## src/rtl/kb_scancode_ctrl.sv

```systemverilog
// PS/2 set-2 scancode sequencer: strips break/extended prefixes, tracks
// Shift/CapsLock and hands one make-code at a time to the ASCII converter.
module kb_scancode_ctrl #(
    parameter int TIMEOUT = 2048,
    parameter int TW      = 11
) (
    input  logic       clk,
    input  logic       i_sclr_n,
    input  logic [7:0] i_byte,
    input  logic       i_byte_valid,
    input  logic       i_ready,
    output logic [7:0] o_scancode,
    output logic       o_shift,
    output logic       o_capslock,
    output logic       o_valid,
    output logic       o_overflow
);

    typedef enum logic [1:0] {
        S_IDLE,
        S_BRK,
        S_EXT,
        S_EXT_BRK
    } state_t;

    state_t        state_q, state_d;
    logic [TW-1:0] cnt_q, cnt_d;
    logic          lsh_q, lsh_d;
    logic          rsh_q, rsh_d;
    logic          caps_q, caps_d;
    logic          caps_held_q, caps_held_d;
    logic [7:0]    code_q, code_d;
    logic          shift_q, shift_d;
    logic          capsout_q, capsout_d;
    logic          valid_q, valid_d;
    logic          ovf_q, ovf_d;
    logic          make;

    always_comb begin
        state_d     = state_q;
        cnt_d       = cnt_q;
        lsh_d       = lsh_q;
        rsh_d       = rsh_q;
        caps_d      = caps_q;
        caps_held_d = caps_held_q;
        code_d      = code_q;
        shift_d     = shift_q;
        capsout_d   = capsout_q;
        valid_d     = valid_q;
        ovf_d       = ovf_q;
        make        = 1'b0;

        case (state_q)
            S_IDLE: begin
                cnt_d = '0;
                if (i_byte_valid) begin
                    case (i_byte)
                        8'hF0: state_d = S_BRK;
                        8'hE0: state_d = S_EXT;
                        8'hE1, 8'h00, 8'hAA, 8'hEE,
                        8'hFA, 8'hFE, 8'hFF: ;
                        8'h12: lsh_d = 1'b1;
                        8'h59: rsh_d = 1'b1;
                        8'h58: begin
                            // held flag swallows typematic repeats of CapsLock
                            if (!caps_held_q) begin
                                caps_d      = ~caps_q;
                                caps_held_d = 1'b1;
                            end
                        end
                        default: make = 1'b1;
                    endcase
                end
            end
            S_BRK: begin
                if (i_byte_valid) begin
                    case (i_byte)
                        8'h12:   lsh_d = 1'b0;
                        8'h59:   rsh_d = 1'b0;
                        8'h58:   caps_held_d = 1'b0;
                        default: ;
                    endcase
                    state_d = S_IDLE;
                end
            end
            S_EXT: begin
                if (i_byte_valid) begin
                    state_d = (i_byte == 8'hF0) ? S_EXT_BRK : S_IDLE;
                end
            end
            default: begin
                if (i_byte_valid) begin
                    state_d = S_IDLE;
                end
            end
        endcase

        // a stalled prefix is abandoned after TIMEOUT quiet cycles
        if (state_q != S_IDLE) begin
            if (i_byte_valid) begin
                cnt_d = '0;
            end else if (cnt_q == TW'(TIMEOUT - 1)) begin
                state_d = S_IDLE;
                cnt_d   = '0;
            end else begin
                cnt_d = cnt_q + 1'b1;
            end
        end

        if (make) begin
            if (!valid_q || i_ready) begin
                code_d    = i_byte;
                shift_d   = lsh_q | rsh_q;
                capsout_d = caps_q;
                valid_d   = 1'b1;
            end else begin
                ovf_d = 1'b1;
            end
        end else if (valid_q && i_ready) begin
            valid_d = 1'b0;
        end
    end

    always_ff @(posedge clk) begin
        if (!i_sclr_n) begin
            state_q     <= S_IDLE;
            cnt_q       <= '0;
            lsh_q       <= 1'b0;
            rsh_q       <= 1'b0;
            caps_q      <= 1'b0;
            caps_held_q <= 1'b0;
            code_q      <= 8'h00;
            shift_q     <= 1'b0;
            capsout_q   <= 1'b0;
            valid_q     <= 1'b0;
            ovf_q       <= 1'b0;
        end else begin
            state_q     <= state_d;
            cnt_q       <= cnt_d;
            lsh_q       <= lsh_d;
            rsh_q       <= rsh_d;
            caps_q      <= caps_d;
            caps_held_q <= caps_held_d;
            code_q      <= code_d;
            shift_q     <= shift_d;
            capsout_q   <= capsout_d;
            valid_q     <= valid_d;
            ovf_q       <= ovf_d;
        end
    end

    assign o_scancode = code_q;
    assign o_shift    = shift_q;
    assign o_capslock = capsout_q;
    assign o_valid    = valid_q;
    assign o_overflow = ovf_q;

endmodule

```

## config.mk

```make
export PLATFORM = sky130hd
export DESIGN_NAME = kb_scancode_ctrl
export DESIGN_NICKNAME = d
export VERILOG_FILES = /design/src/rtl/kb_scancode_ctrl.sv
export SDC_FILE = /design/constraint.sdc
export NUM_CORES = 1
export LEC_CHECK = 0
export ABC_AREA = 0
export CAP_MARGIN = 10
export CORE_ASPECT_RATIO = 1.4
export CORE_UTILIZATION = 47
export DETAILED_ROUTE_END_ITERATION = 12
export GPL_ROUTABILITY_DRIVEN = 0
export GPL_TIMING_DRIVEN = 0
export PLACE_DENSITY = 0.7
export SLEW_MARGIN = 15
export SYNTH_ARGS = -nofsm -noshare
export SYNTH_HDL_FRONTEND = slang
export SYNTH_SLANG_ARGS = --single-unit
export TNS_END_PERCENT = 5
```

## constraint.sdc

```tcl
create_clock -name clk -period 3.8 [get_ports clk]
set_input_delay 0.38 -clock clk [delete_from_list [all_inputs] [get_ports clk]]
set_output_delay 0.38 -clock clk [all_outputs]
set_load 0.02 [all_outputs]
```

==> Word level (Yosys, flattened, before mapping) <==
Index checks and enable logic that the tools add are counted.
{ "op_classes": {"addsub": 1, "n_eq_ne": 23, "mux": 34, "bitwise_logic": 4, "reduce_logical": 17} }
{ "op_table": {"columns": ["operator", "n"], "rows": [
  ["$eq 8x8->1 const B", 8],
  ["$mux 11", 4],
  ["$mux 1", 18],
  ["$eq 8x7->1 const B", 2],
  ["$reduce_and 5->1", 3],
  ["$mux 2", 7],
  ["$ne 2x1->1 const B", 7],
  ["$reduce_or 12->1", 1],
  ["$add 11x1->11 const B", 1],
  ["$eq 11x11->1 const B", 1],
  ["$eq 8x5->1 const B", 1],
  ["$logic_not 8->1", 1],
  ["$pmux 2 s2", 2],
  ["$reduce_bool 2->1", 4],
  ["$pmux 1 s2", 3],
  ["$reduce_and 2->1", 3],
  ["$ne 2x2->1 const B", 2],
  ["$reduce_and 4->1", 1],
  ["$not 1->1", 3],
  ["$eq 2x1->1 const B", 1],
  ["$eq 2x2->1 const B", 1],
  ["$logic_not 2->1", 1],
  ["$logic_and 1x1->1", 1],
  ["$logic_not 1->1", 1],
  ["other kinds (2)", 2]
]} }
{ "totals": {"regBits": 29, "inputBits": 12, "out_inout_bits": 12, "wordCells": 90} }

==> Longest topological paths before layout <==
{ "logic_depth": {"word_depth": 7, "mapped_depth": 7, "depth_no_buf": 6} }

==> Worst setup path before layout <==
Ideal clock, no wire load.
{ "synth_path": {"path_kind": "input-to-reg", "startpoint": "input i_byte[0]", "endpoint": "register shift_q (netlist: o_shift)", "setup_ns": 0.123, "arrival_time_ns": 1.632, "required_ns": 3.677, "path_slack_ns": 2.045, "path_stages": 7, "n_path_buf": 2, "path_cell_list": "buf_6 or4_1 a31oi_1 o21ai_1 and3_4 buf_6 mux2i_1"} }
{ "synth_via": {"elab_chain_cells": 6, "elab_cells_between_ends": 17, "classes_between": "11 x eq/ne; 3 x mux; 3 x reduce/logical"} }
{ "synth_lines": {"columns": ["element", "line_no", "source"], "rows": [
  ["start, declared", "9", "input logic [7:0] i_byte,"],
  ["$eq 8x8->1 (tied with other cells)", "57", "case (i_byte)"],
  ["$reduce_or 12->1 (no line) *", null, null],
  ["$mux 1 *", "57", null],
  ["$mux 1 *", "56", "if (i_byte_valid) begin"],
  ["$mux 1 *", "53", "case (state_q)"],
  ["$reduce_and 2->1 (no line) *", null, null],
  ["end signal, assigned", "145", "shift_q <= shift_d;"],
  ["end, declared", "33", "logic shift_q, shift_d;"]
]} }
Mark *: on every way between the ends. The rest lies on a longest branch, timed or not.
A chain may end at the register's enable or synchronous reset.

==> Worst setup path after layout <==
{ "layout_path": {"startpoint": "input i_byte[2]", "endpoint": "register code_q[2] (netlist: o_scancode[2])"} }
{ "layout_via": {"elab_chain_cells": 6, "elab_cells_between_ends": 17, "classes_between": "11 x eq/ne; 3 x mux; 3 x reduce/logical"} }
{ "layout_lines": {"columns": ["element", "line_no", "source"], "rows": [
  ["$eq 8x8->1 (tied with other cells)", "57", null],
  ["$reduce_or 12->1 (no line)", null, null],
  ["$mux 1", "57", null],
  ["$mux 1", "56", null],
  ["$mux 1", "53", null],
  ["$reduce_and 2->1 (no line)", null, null],
  ["end signal, assigned", "144", "code_q <= code_d;"],
  ["end, declared", "32", "logic [7:0] code_q, code_d;"]
]} }
Several ways; a longest one is shown, not always the timed one.

==> flow_summary.ini <==
[timing]
rsz0062_at_grt = false
timing.final.hold_violations = 0
min_period_ns = 1.92
tightest_slew_ns = 0.458
slew_headroom_pct = 69.5
drv_slew = 0
fin_worst_skew_ns = 0.00549
fin_crit_sh_pct = 50.6
setup_tns_ns = 0
setup_viol = 0
fmax_mhz = 520

[detailed_routing]
viasPerCell = 5.33
first_iter_violations = 13
vias = 1157
drc = 0
wl_mm = 2.58
drtPass1Iterations = 4
wire_per_inst_um = 11.9
ant_nets = 0

[grt]
grt_use_total_pct = 20.1
grt_use_met1_pct = 19.3
use_met3_pct = 6.32
grt_max_degree = 11
gr-total-overflow = 0
busiest_layer = met2
grt_use_met2_pct = 37.0
grt_pass1_wl_mm = 4.53
grt_pass1_vias = 1160
grt_antenna_before_repair = 0

[placed_design]
portBuffers = 19
dp_hpwl_mm = 2.01

[layout]
area_delta_synth_final_pct = 21.3
fill_cells = 247
seqCellArea_um2 = 581
nets = 193
final_cell_mix = dfxtp_1 (29), nand2_1 (23), nor2_1 (19), clkdlybuf4s50_1 (19), mux2i_1 (12)
multi_input_area_um2 = 696
antenna_cells = 0
layout_commonest_cell = dfxtp_1
drive_above_1_share_pct = 7.18

[pwr]
finalPower_uw = 562
p_per_area_mw_per_mm2 = 344
power_leakage_uw = 0.000592
vdd_drop_max_uv = 247

[yosys]
syn-cell-area_mm2 = 0.00135
synth_adder_area_share_pct = 0.929
yosys.area_share.simple_pct = 29.2
synth_xor_area_share_pct = 7.80
synth.avg_cell_area_um2 = 8.75
synth.distinct_cells = 31
yosysSeqAreaShare_pct = 43.1
syn_nets = 167
synth-compound-area-share_pct = 4.83
synth_top_family_by_area = simple AND/OR/NAND/NOR gates
muxShareOfSynthArea_pct = 8.91
ys_warn_count = 0
synth_cells = 154
ys_ff_latch = 29

[job]
max_cap_viol_count = 0

[floorplanning]
initial_utilization_pct = 50.5
die-area_mm2 = 0.00309
rows = 22
ios = 24
chipHeight_um = 65.4
die_width_um = 47.3
core_mm2 = 0.00267

[worst_setup_path]
startpoint_type = primary input
critPathCaptureType = flop
required_ns = 4.01
setup.worst_path.class = in2reg
cp.arrival_ns = 2.14
path_max_fanout = 10

[clocking]
ctsHoldBuffers = 0
clock-sinks = 29
worstSkewPairLatency_ns = 0.32
cts_made_buffers = 5
clock_path_buffers = 2
cts_setup_buffers = 0
clk_pin_slew_ns = 0.09
cts-root-buf = clkbuf_4
cts_tree = built
cts-htree-levels = 2
cts-resized-gates = 0

[status]
outcome = complete, no violations

[hold_path]
worstHoldPathType = in2reg
-- worst max-delay path, stage by stage --
cell	delay, ns
clkdlybuf4s50_1	0.52
or4_1	0.52
a31oi_1	0.19
o21ai_1	0.10
and3_4	0.15
buf_6	0.15
mux2i_1	0.13
-- final timing paths --
| check | from | end | slack (ns) | depth (start not counted) |
|---|---|---|---|---|
| min | i_byte[4] | o_scancode[4]$_SDFFE_PN0P_ | 0.32 | 3 |
| min reg2reg | o_scancode[7]$_SDFFE_PN0P_ | o_scancode[7]$_SDFFE_PN0P_ | 0.46 | 2 |
| max | i_byte[2] | o_scancode[2]$_SDFFE_PN0P_ | 1.88 | 7 |
| max reg2reg | cnt_q[0]$_SDFF_PN0_ | cnt_q[5]$_SDFF_PN0_ | 2.06 | 7 |
-- power breakdown --
part / switching (uW) / total [uW] / internal, uW
clock: 103 / 173 / 70.3
sequential: 3.45 / 315 / 311
combinational: 38.0 / 74.7 / 36.7
total: 144 / 562 / 418
-- Yosys cell counts, drive strengths merged --
cell type   n  share of area (%)
and3        5                2.7
a31oi       1               0.46
nand2      23                6.4
and3b       1               0.65
mux2i      12                8.9
a21oi       5                1.9
o31ai       1               0.56
or3         2               0.93
ha          1               0.93
nand4       5                2.3
or4         1               0.56
dfxtp      29                 43
nand3       8                3.0
xor2        5                3.2
buf         4                3.3
nand4b      1               0.65
nor3        2               0.74
clkbuf      4                1.1
a211oi      1               0.56
nand3b      3                1.7
and4        3                2.0
o2bb2ai     1               0.65
xnor2       7                4.5
nor2       19                5.3
o21ai       2               0.74
nand2b      2               0.93
nor4        3                1.4
inv         3               0.84
-- routing by layer --
layer  vias up  wire length [um]
li1        586                 -
met1       543              1060
met2        23              1380
met3         5               100
met4         0                43
met5         -                 0
-- cell type report --
type,count,share of cell area (%)
multi-input combinational,114,42.6
sequential,29,35.5
timing repair buffer,19,11.6
buffer,8,3.68
tap,36,2.76
clock buffer,6,2.53
inverter,3,0.689
clock inverter,2,0.613
-- logic make-up after synthesis --
logic type / after synthesis
adders and majority gates: 1
DFF: 29
xor gates and xnor gates: 12
and+or+nand+nor: 78
buffers and inverters: 11
muxes: 12
AOI/OAI and AO/OA: 11
-- through the flow --
stage | worst slack [ns] | hold WS (ns) | instances | cell area (um^2) | utilization (%)
finish | 1.88 | 0.322 | 217 | 1630 | 61.2
global route | 1.82 | 0.315 | 217 | 1630 | 61.2
CTS | 1.92 | 0.312 | 217 | 1630 | 61.2
detailed placement | 1.58 | 0.447 | 209 | 1580 | 59.3
global placement | 1.59 | 0.442 | 209 | 1580 | 59.3
floorplan | 2.05 | 0.438 | 154 | 1350 | -
-- registers in the layout, indices dropped and copies added (netlist names) --
signal and cells:
o_shift 1, o_overflow 1, caps_q 1, caps_held_q 1, o_scancode 8, cnt_q 11
o_capslock 1, o_valid 1, lsh_q 1, state_q 2, rsh_q 1
No activity file was read; power rests on OpenSTA's default activity.
